==> src/rtl/traffic_pkg.sv <==
// Shared lamp encodings, tracked phases, pair classes and error bit positions
// for the traffic-light monitor and its pair classifier.
package traffic_pkg;

  localparam logic [2:0] LT_RED = 3'b100;
  localparam logic [2:0] LT_YEL = 3'b010;
  localparam logic [2:0] LT_GRN = 3'b001;

  typedef enum logic [2:0] {
    P_SYNC = 3'd0,
    P_NS_G = 3'd1,
    P_NS_Y = 3'd2,
    P_AR1  = 3'd3,
    P_EW_G = 3'd4,
    P_EW_Y = 3'd5,
    P_AR2  = 3'd6
  } phase_t;

  typedef enum logic [2:0] {
    PC_NS_G  = 3'd0,
    PC_NS_Y  = 3'd1,
    PC_AR    = 3'd2,
    PC_EW_G  = 3'd3,
    PC_EW_Y  = 3'd4,
    PC_OTHER = 3'd5
  } pair_cls_t;

  typedef struct packed {
    logic [2:0] ns;
    logic [2:0] ew;
  } light_pair_t;

  localparam int unsigned ERR_W      = 5;
  localparam int unsigned ERR_ENC    = 0;
  localparam int unsigned ERR_CONFL  = 1;
  localparam int unsigned ERR_TRANS  = 2;
  localparam int unsigned ERR_YEL_T  = 3;
  localparam int unsigned ERR_GRN_T  = 4;

  function automatic logic is_onehot(input logic [2:0] v);
    return (v == LT_RED) || (v == LT_YEL) || (v == LT_GRN);
  endfunction

endpackage

==> src/rtl/tl_pair_classify.sv <==
// Combinational classifier: maps an {NS,EW} lamp pair to its phase class and
// flags bad encodings and conflicting (both non-red) lamps.
module tl_pair_classify
  import traffic_pkg::*;
(
  input  logic [2:0] ns,
  input  logic [2:0] ew,
  output logic [2:0] cls_c,
  output logic       enc_err_c,
  output logic       conflict_c
);

  pair_cls_t cls;

  always_comb begin
    cls        = PC_OTHER;
    enc_err_c  = !is_onehot(ns) || !is_onehot(ew);
    conflict_c = (ns != LT_RED) && (ew != LT_RED);
    if      (ns == LT_GRN && ew == LT_RED) cls = PC_NS_G;
    else if (ns == LT_YEL && ew == LT_RED) cls = PC_NS_Y;
    else if (ns == LT_RED && ew == LT_RED) cls = PC_AR;
    else if (ns == LT_RED && ew == LT_GRN) cls = PC_EW_G;
    else if (ns == LT_RED && ew == LT_YEL) cls = PC_EW_Y;
  end

  assign cls_c = cls;

endmodule

==> src/rtl/traffic_light_monitor.sv <==
// Passive checker for the traffic-light controller outputs: tracks the
// intersection phase, flags encoding/conflict/transition/timing errors.
module traffic_light_monitor
  import traffic_pkg::*;
#(
  parameter int unsigned YELLOW_CYCLES = 2,
  parameter int unsigned GREEN_MIN     = 4,
  parameter int unsigned CNT_W         = 4,
  parameter int unsigned CYC_W         = 8
) (
  input  logic             clk,
  input  logic             rst,
  input  logic [2:0]       NS_light,
  input  logic [2:0]       EW_light,
  input  logic             err_clr,
  output logic [2:0]       phase,
  output logic [CNT_W-1:0] dwell,
  output logic             err_pulse,
  output logic [4:0]       err_code,
  output logic [4:0]       err_sticky,
  output logic [CYC_W-1:0] cycles_done
);

  localparam logic [CNT_W-1:0] DWELL_MAX = {CNT_W{1'b1}};
  localparam logic [CNT_W-1:0] GRN_MIN_C = CNT_W'(GREEN_MIN);
  localparam logic [CNT_W-1:0] YEL_C     = CNT_W'(YELLOW_CYCLES);

  phase_t            phase_q, phase_d;
  light_pair_t       prev_q, cur;
  logic              prev_valid_q;
  logic [CNT_W-1:0]  dwell_d;
  logic [ERR_W-1:0]  err_d, sticky_d;
  logic [CYC_W-1:0]  cyc_d;
  logic              changed, legal;
  logic [2:0]        cls_raw;
  pair_cls_t         cls;
  logic              enc_err, conflict;

  tl_pair_classify u_classify (
    .ns         (NS_light),
    .ew         (EW_light),
    .cls_c      (cls_raw),
    .enc_err_c  (enc_err),
    .conflict_c (conflict)
  );

  assign cls = pair_cls_t'(cls_raw);
  assign cur = '{ns: NS_light, ew: EW_light};

  always_ff @(posedge clk) begin
    if (rst) begin
      phase_q      <= P_SYNC;
      prev_q       <= '0;
      prev_valid_q <= 1'b0;
      dwell        <= '0;
      err_pulse    <= 1'b0;
      err_code     <= '0;
      err_sticky   <= '0;
      cycles_done  <= '0;
    end else begin
      phase_q      <= phase_d;
      prev_q       <= cur;
      prev_valid_q <= 1'b1;
      dwell        <= dwell_d;
      err_pulse    <= |err_d;
      err_code     <= err_d;
      err_sticky   <= sticky_d;
      cycles_done  <= cyc_d;
    end
  end

  // Phase tracking, error detection and dwell/cycle bookkeeping.
  always_comb begin
    phase_d  = phase_q;
    err_d    = '0;
    cyc_d    = cycles_done;
    legal    = 1'b0;
    changed  = !prev_valid_q || (cur != prev_q);
    dwell_d  = changed ? CNT_W'(1) :
               (dwell == DWELL_MAX) ? dwell : dwell + CNT_W'(1);

    err_d[ERR_ENC]   = enc_err;
    err_d[ERR_CONFL] = conflict;

    if (phase_q == P_SYNC) begin
      if (cls == PC_NS_G) phase_d = P_NS_G;
      else if (cls == PC_EW_G) phase_d = P_EW_G;
    end else if (changed) begin
      case (phase_q)
        P_NS_G: if (cls == PC_NS_Y) begin
          legal   = 1'b1;
          phase_d = P_NS_Y;
          if (dwell < GRN_MIN_C) err_d[ERR_GRN_T] = 1'b1;
        end
        P_NS_Y: if (cls == PC_AR) begin
          legal   = 1'b1;
          phase_d = P_AR1;
          if (dwell < YEL_C) err_d[ERR_YEL_T] = 1'b1;
        end
        P_AR1: if (cls == PC_EW_G) begin
          legal   = 1'b1;
          phase_d = P_EW_G;
        end
        P_EW_G: if (cls == PC_EW_Y) begin
          legal   = 1'b1;
          phase_d = P_EW_Y;
          if (dwell < GRN_MIN_C) err_d[ERR_GRN_T] = 1'b1;
        end
        P_EW_Y: if (cls == PC_AR) begin
          legal   = 1'b1;
          phase_d = P_AR2;
          if (dwell < YEL_C) err_d[ERR_YEL_T] = 1'b1;
        end
        P_AR2: if (cls == PC_NS_G) begin
          legal   = 1'b1;
          phase_d = P_NS_G;
          cyc_d   = cycles_done + CYC_W'(1);
        end
        default: legal = 1'b0;
      endcase
      if (!legal) begin
        err_d[ERR_TRANS] = 1'b1;
        phase_d          = P_SYNC;
      end
    end else if ((phase_q == P_NS_Y || phase_q == P_EW_Y) && dwell == YEL_C) begin
      // Overlong yellow is flagged once, on the step from YELLOW_CYCLES to +1.
      err_d[ERR_YEL_T] = 1'b1;
    end

    if (enc_err || conflict) phase_d = P_SYNC;

    sticky_d = err_clr ? err_d : (err_sticky | err_d);
  end

  assign phase = phase_q;

endmodule

==> config.mk <==
export PLATFORM = sky130hd
export DESIGN_NAME = traffic_light_monitor
export DESIGN_NICKNAME = d
export VERILOG_FILES = /design/src/rtl/traffic_pkg.sv /design/src/rtl/tl_pair_classify.sv /design/src/rtl/traffic_light_monitor.sv
export SDC_FILE = /design/constraint.sdc
export NUM_CORES = 1
export LEC_CHECK = 0
export CAP_MARGIN = 0
export CELL_PAD_IN_SITES_DETAIL_PLACEMENT = 0
export CELL_PAD_IN_SITES_GLOBAL_PLACEMENT = 1
export CORE_AREA = 2 2 76 78
export DETAILED_ROUTE_END_ITERATION = 16
export DIE_AREA = 0 0 78 80
export GPL_ROUTABILITY_DRIVEN = 1
export PLACE_DENSITY = 0.63
export SETUP_SLACK_MARGIN = 0.1
export SYNTH_ARGS = -nofsm -noshare
export SYNTH_HDL_FRONTEND = slang
export SYNTH_SLANG_ARGS = --single-unit
export TNS_END_PERCENT = 5
==> constraint.sdc <==
create_clock -name clk -period 5.04 [get_ports clk]
set_clock_uncertainty 0.05 [all_clocks]
set_input_delay 0.756 -clock clk [delete_from_list [all_inputs] [get_ports clk]]
set_output_delay 0.756 -clock clk [all_outputs]
set_load 0.01 [all_outputs]
==> flow_summary.toml, run 1 <==
[outcome]
outcome = "completed"

[route]
drt-pass1-iter-count = 4
drt_wl_total_um = 4360
initialDrtViolationCount = 68
vias_per_cell = 5.28
routedWlPerCell_um = 15.4
route.antenna.remaining_nets = 0
drc = 0
route.vias.total = 1499

[sta]
setup-tns-final_ps = 0
setup_violations = 0
min_period_ps = 2820
max_freq_ghz = 0.355
rsz_0062_raised_after_global_routing = "false"
final-hold-violation-count = 0
worst-slew-pin-transition_ps = 965
relSlewSlack_pct = 35.5
finalCritPeriodShare_pct = 55.9
report.final.slew_viol_count = 0

[floorplan]
floorplan.initialDensity_pct = 30.8
dieArea_um2 = 6240
num_rows = 27
die_outline_height_um = 80
boundaryPins = 35
die-width_um = 78
core_area_um2 = 5410

[grt]
number_of_global_route_vias_before_repair = 1493
grt_overflow_total = 0
globalRouteTotalUtil_pct = 15.0
grt_antenna_before_repair = 0
largest_net_degree_at_the_start_of_global_routing = 25
global_route_wire_length_before_repair_um = 7380

[layout]
num_antenna_cells = 0
layout_commonest_cell = "clkdlybuf4s50_1"
syn2layout_area_growth_pct = 28.4
design.final.nets = 223
layout-drive-gt1-share_pct = 9.43
nFillCells = 536
fin_area_um2 = 2140
layout.cells.most_common_list = "clkdlybuf4s50_1 (34), dfxtp_1 (33), nor2_1 (11)"

[setup_path]
criticalPathCategory = "input port to flip-flop"
cp_data_required_time_ps = 5180
cp-start-kind = "input port"
timing.critical_path.to_type = "flip-flop"
maximum_fanout_along_the_worst_path = 12
cp.arrival_ps = 2960

[cts]
cts.htree.levels = 2
cts.reportedPaths.clkPinSlew_ps = 60
post-cts-setup-buffers = 0
post_cts_hold_buffer_count = 0
cts_inserted_buffers = 5
clk_root_buf = "clkbuf_8"
tritoncts = "yes"
insertion_delay_ps = 280
cts_sinks = 33
cts_repair_resize_count = 0
cts-root-to-sink-buffers = 2

[placed_design]
buffer_ports.inserted = 34
detailed_place_hpwl_um = 3280
placement.cell_area_um2 = 2050
place.gp.congestion = 0.864

[power]
power.density_cell_area_nw_per_um2 = 244
leakagePower_nw = 0.772
vdd.ir_drop.worst_mv = 0.118

[logic_synthesis]
synth_cell_types = 53
synthesized_instance_count = 180
synth_ff_type = "dfxtp_1"
synthesis.area_um2 = 1660
yosysWarnings = 0
yosys_register_bits = 33
yosysSeqAreaShare_pct = 39.7
synth.avg_cell_area_um2 = 9.24
mappedNetlistNets = 191
synth-async-reset-ratio_pct = 0
synth_edf_count = 0

[worst_hold_path]
class_of_the_most_critical_hold_timing_path = "flip-flop to flip-flop"

[job]
cap_viol_max_count = 0
Yosys cell counts (3+ instances only):
cell / instances / share of area [%]
inv_1: 3 / 0.68
clkbuf_1: 3 / 0.68
xor2_1: 5 / 2.6
o31ai_1: 3 / 1.4
nor2_1: 11 / 2.5
o21ai_0: 7 / 2.1
buf_2: 5 / 1.5
nand2_1: 6 / 1.4
or4_1: 4 / 1.8
and4_1: 3 / 1.6
a21oi_1: 7 / 2.1
nor2b_1: 9 / 3.4
a21o_1: 4 / 1.8
xnor2_1: 7 / 3.7
and3_1: 4 / 1.5
o2111ai_1: 4 / 2.1
nor3_1: 8 / 2.4
nand3_1: 9 / 2.7
nand4_1: 5 / 1.9
dfxtp_1: 33 / 40
per-stage QoR:
step	utilization, %	setup slack, ps	total power (W)	cells	hold WS, ps
after CTS	39.5	2220	0.000528	284	409
after global placement	37.9	1990	0.000331	277	386
final	39.5	2220	0.000522	284	401
after floorplan	-	2740	0.000310	180	443
after global routing	39.5	2020	0.000550	284	439
after detailed placement	37.9	1950	0.000332	277	394
routing by layer:
layer	up-vias	part of all wire (%)	GRT usage (%)	wire (um)
li1	738	-	-	-
met1	714	46	20.2	2030
met2	39	47	23.0	2040
met3	8	5.0	4.19	219
met4	0	1.8	5.26	78
met5	-	0	0	0
worst paths after layout:
kind | endpoint | start | depth (start not counted) | slack [ps]
worst max-delay path | cycles_done[3] | EW_light[1] | 6 | 2220
worst min-delay path | err_sticky[3] | err_sticky[3] | 1 | 400
worst max register to register | err_pulse | phase[2] | 5 | 2960
worst min register to register | err_sticky[3] | err_sticky[3] | 1 | 400
cell type report:
type                       instances  area (um2)  share of cell area, %
clock buffer                       7        86.3                   4.04
inverter                           3        11.3                  0.527
multi-input combinational        135         948                   44.4
sequential                        33         661                   30.9
tap                               72        90.1                   4.22
timing repair buffer              34         340                   15.9
worst max-delay path, stage by stage:
cell and delay (ps):
clkdlybuf4s50_1 630, nor4b_4 490, and3_2 290, o21ai_2 120, or4_1 520, a21oi_1 140
flip-flops by register name, summed over array words and instances (netlist names):
signal        flops
cycles_done       8
dwell             4
err_code          5
err_pulse         1
err_sticky        5
phase             3
prev_q            6
prev_valid_q      1
cells by family (layout without fill, tap and decap cells):
| kind of cell | after synthesis | count (layout) | share of synthesized area [%] |
|---|---|---|---|
| buffers and inverters | 12 | 44 | 3.31 |
| AND/OR/NAND/NOR | 81 | 81 | 31.7 |
| flip-flops | 33 | 33 | 39.7 |
| adder cells (fa/ha/maj) | 2 | 2 | 1.50 |
| XOR/XNOR | 13 | 13 | 7.29 |
| multiplexers | 2 | 2 | 1.20 |
| AO/OA/AOI/OAI | 37 | 37 | 15.3 |
report_power, final:
group          leakage (nW)  internal, W  switching [W]
clock                0.0443     0.000108      0.0000879
sequential            0.270     0.000268     0.00000331
combinational         0.457    0.0000259      0.0000294
total                 0.772     0.000402       0.000121
No activity file was read; power rests on OpenSTA's default activity.
==> inputs of run 2 (changes only) <==
--- a/config.mk
+++ b/config.mk
@@ -12,7 +12,7 @@
 export DETAILED_ROUTE_END_ITERATION = 16
 export DIE_AREA = 0 0 78 80
 export GPL_ROUTABILITY_DRIVEN = 1
-export PLACE_DENSITY = 0.63
+export PLACE_DENSITY = 0.66
 export SETUP_SLACK_MARGIN = 0.1
 export SYNTH_ARGS = -nofsm -noshare
 export SYNTH_HDL_FRONTEND = slang
==> constraint.sdc (replaced) <==
create_clock -name clk -period 2.5 [get_ports clk]
set_clock_uncertainty 0.05 [all_clocks]
set_input_delay 0.375 -clock clk [delete_from_list [all_inputs] [get_ports clk]]
set_output_delay 0.375 -clock clk [all_outputs]
set_load 0.01 [all_outputs]
==> flow_summary.toml, run 2 (synthesized netlist as in run 1, its figures left out) <==
[grt]
grt_overflow_total = 0
grt_antenna_before_repair = 0
global_route_wire_length_before_repair_um = 7020
largest_net_degree_at_the_start_of_global_routing = 15
globalRouteTotalUtil_pct = 14.3
number_of_global_route_vias_before_repair = 1429

[outcome]
outcome = "completed"

[power]
leakagePower_nw = 0.889
finalPower_w = 0.00119
power.density_cell_area_nw_per_um2 = 510
vdd.ir_drop.worst_mv = 0.253

[worst_hold_path]
class_of_the_most_critical_hold_timing_path = "flip-flop to flip-flop"

[sta]
worst_hold_slack_ps = 403
rsz_0062_raised_after_global_routing = "false"
worst-slew-pin-transition_ps = 414
setup_violations = 0
min_period_ps = 2210
max_freq_ghz = 0.452
final-hold-violation-count = 0
report.final.slew_viol_count = 0
finalCritPeriodShare_pct = 88.4
relSlewSlack_pct = 72.3

[setup_path]
timing.critical_path.to_type = "flip-flop"
criticalPathCategory = "input port to flip-flop"
cp-start-kind = "input port"
maximum_fanout_along_the_worst_path = 8
cp_data_required_time_ps = 2670
cp.arrival_ps = 2380

[cts]
post-cts-setup-buffers = 0
cts-root-to-sink-buffers = 2
tritoncts = "yes"
cts_inserted_buffers = 5
post_cts_hold_buffer_count = 0
cts.htree.levels = 2
cts.reportedPaths.clkPinSlew_ps = 70
cts_sinks = 33
cts_repair_resize_count = 0
clk_root_buf = "clkbuf_8"
insertion_delay_ps = 280

[placed_design]
placed_cells = 297
detailed_place_hpwl_um = 3140
buffer_ports.inserted = 34
place.gp.congestion = 0.827
placement.cell_area_um2 = 2210

[floorplan]
die_outline_height_um = 80
boundaryPins = 35
num_rows = 27
floorplan.initialDensity_pct = 30.8
die-width_um = 78
dieArea_um2 = 6240
core_area_um2 = 5410

[route]
route.vias.total = 1513
routedWlPerCell_um = 13.4
route.antenna.remaining_nets = 0
vias_per_cell = 4.96
initialDrtViolationCount = 94
drc = 0
drt_wl_total_um = 4080
drt-pass1-iter-count = 4

[layout]
num_antenna_cells = 0
design.final.nets = 243
register_ranked_first_by_flip_flop_count = "cycles_done"
nFillCells = 557
flip_flop_count_of_the_largest_register_after_layout = 8
fin_area_um2 = 2330
layout-drive-gt1-share_pct = 17.6
fin_cells = 305
largest_registers = "cycles_done: 8 flops, prev_q: 6 flops"
syn2layout_area_growth_pct = 40.0
layout.cells.most_common_list = "clkdlybuf4s50_1 (34), dfxtp_1 (33), buf_4 (19)"
layout_commonest_cell = "clkdlybuf4s50_1"

[job]
cap_viol_max_count = 0
==> run 2: final timing paths <==
kind	startpoint	to	slack, ps	cells after the start
setup reg to reg	phase[0]	err_pulse	520	6
setup / recovery	EW_light[2]	cycles_done[3]	290	6
hold / removal	err_sticky[3]	err_sticky[3]	400	1
hold reg to reg	err_sticky[3]	err_sticky[3]	400	1
==> run 2: cell type report <==
class | count | area [um2] | share of cell area, %
multi-input cells | 135 | 948 | 40.7
flip-flops and latches | 33 | 661 | 28.4
repair buffers | 54 | 503 | 21.6
well taps | 72 | 90.1 | 3.87
clock buffers | 7 | 86.3 | 3.71
clock inverters | 1 | 30.0 | 1.29
inverters | 3 | 11.3 | 0.483
==> run 2: per-stage QoR <==
step | utilization [%] | setup WS (ps) | TNS, ps
global route | 43.1 | 146 | 0
CTS | 43.1 | 293 | 0
detailed placement | 40.9 | -1.71 | -1.71
global placement | 40.9 | 21.8 | 0
floorplan | - | 580 | 0
finish | 43.1 | 289 | 0
==> run 2: where the power goes <==
group          leakage, nW  total (W)  switching [W]  internal [W]
clock network       0.0585   0.000515       0.000190      0.000325
logic                0.561   0.000127      0.0000600     0.0000668
registers            0.270   0.000546     0.00000679      0.000539
==> run 2: per-layer routing <==
layer  track usage (%)  vias to the layer above  share of wire, %
met1              19.8                      701                52
met5                 0                        -                 0
met4              5.96                        0              0.96
li1                  -                      775                 -
met3              3.39                        4               3.2
met2              21.3                       33                44
==> run 2: critical path: stages <==
cell and delay [ps]:
clkdlybuf4s50_1 620, nor4b_4 350, and3_2 280, o21ai_2 90, or4_1 500, a21oi_1 160
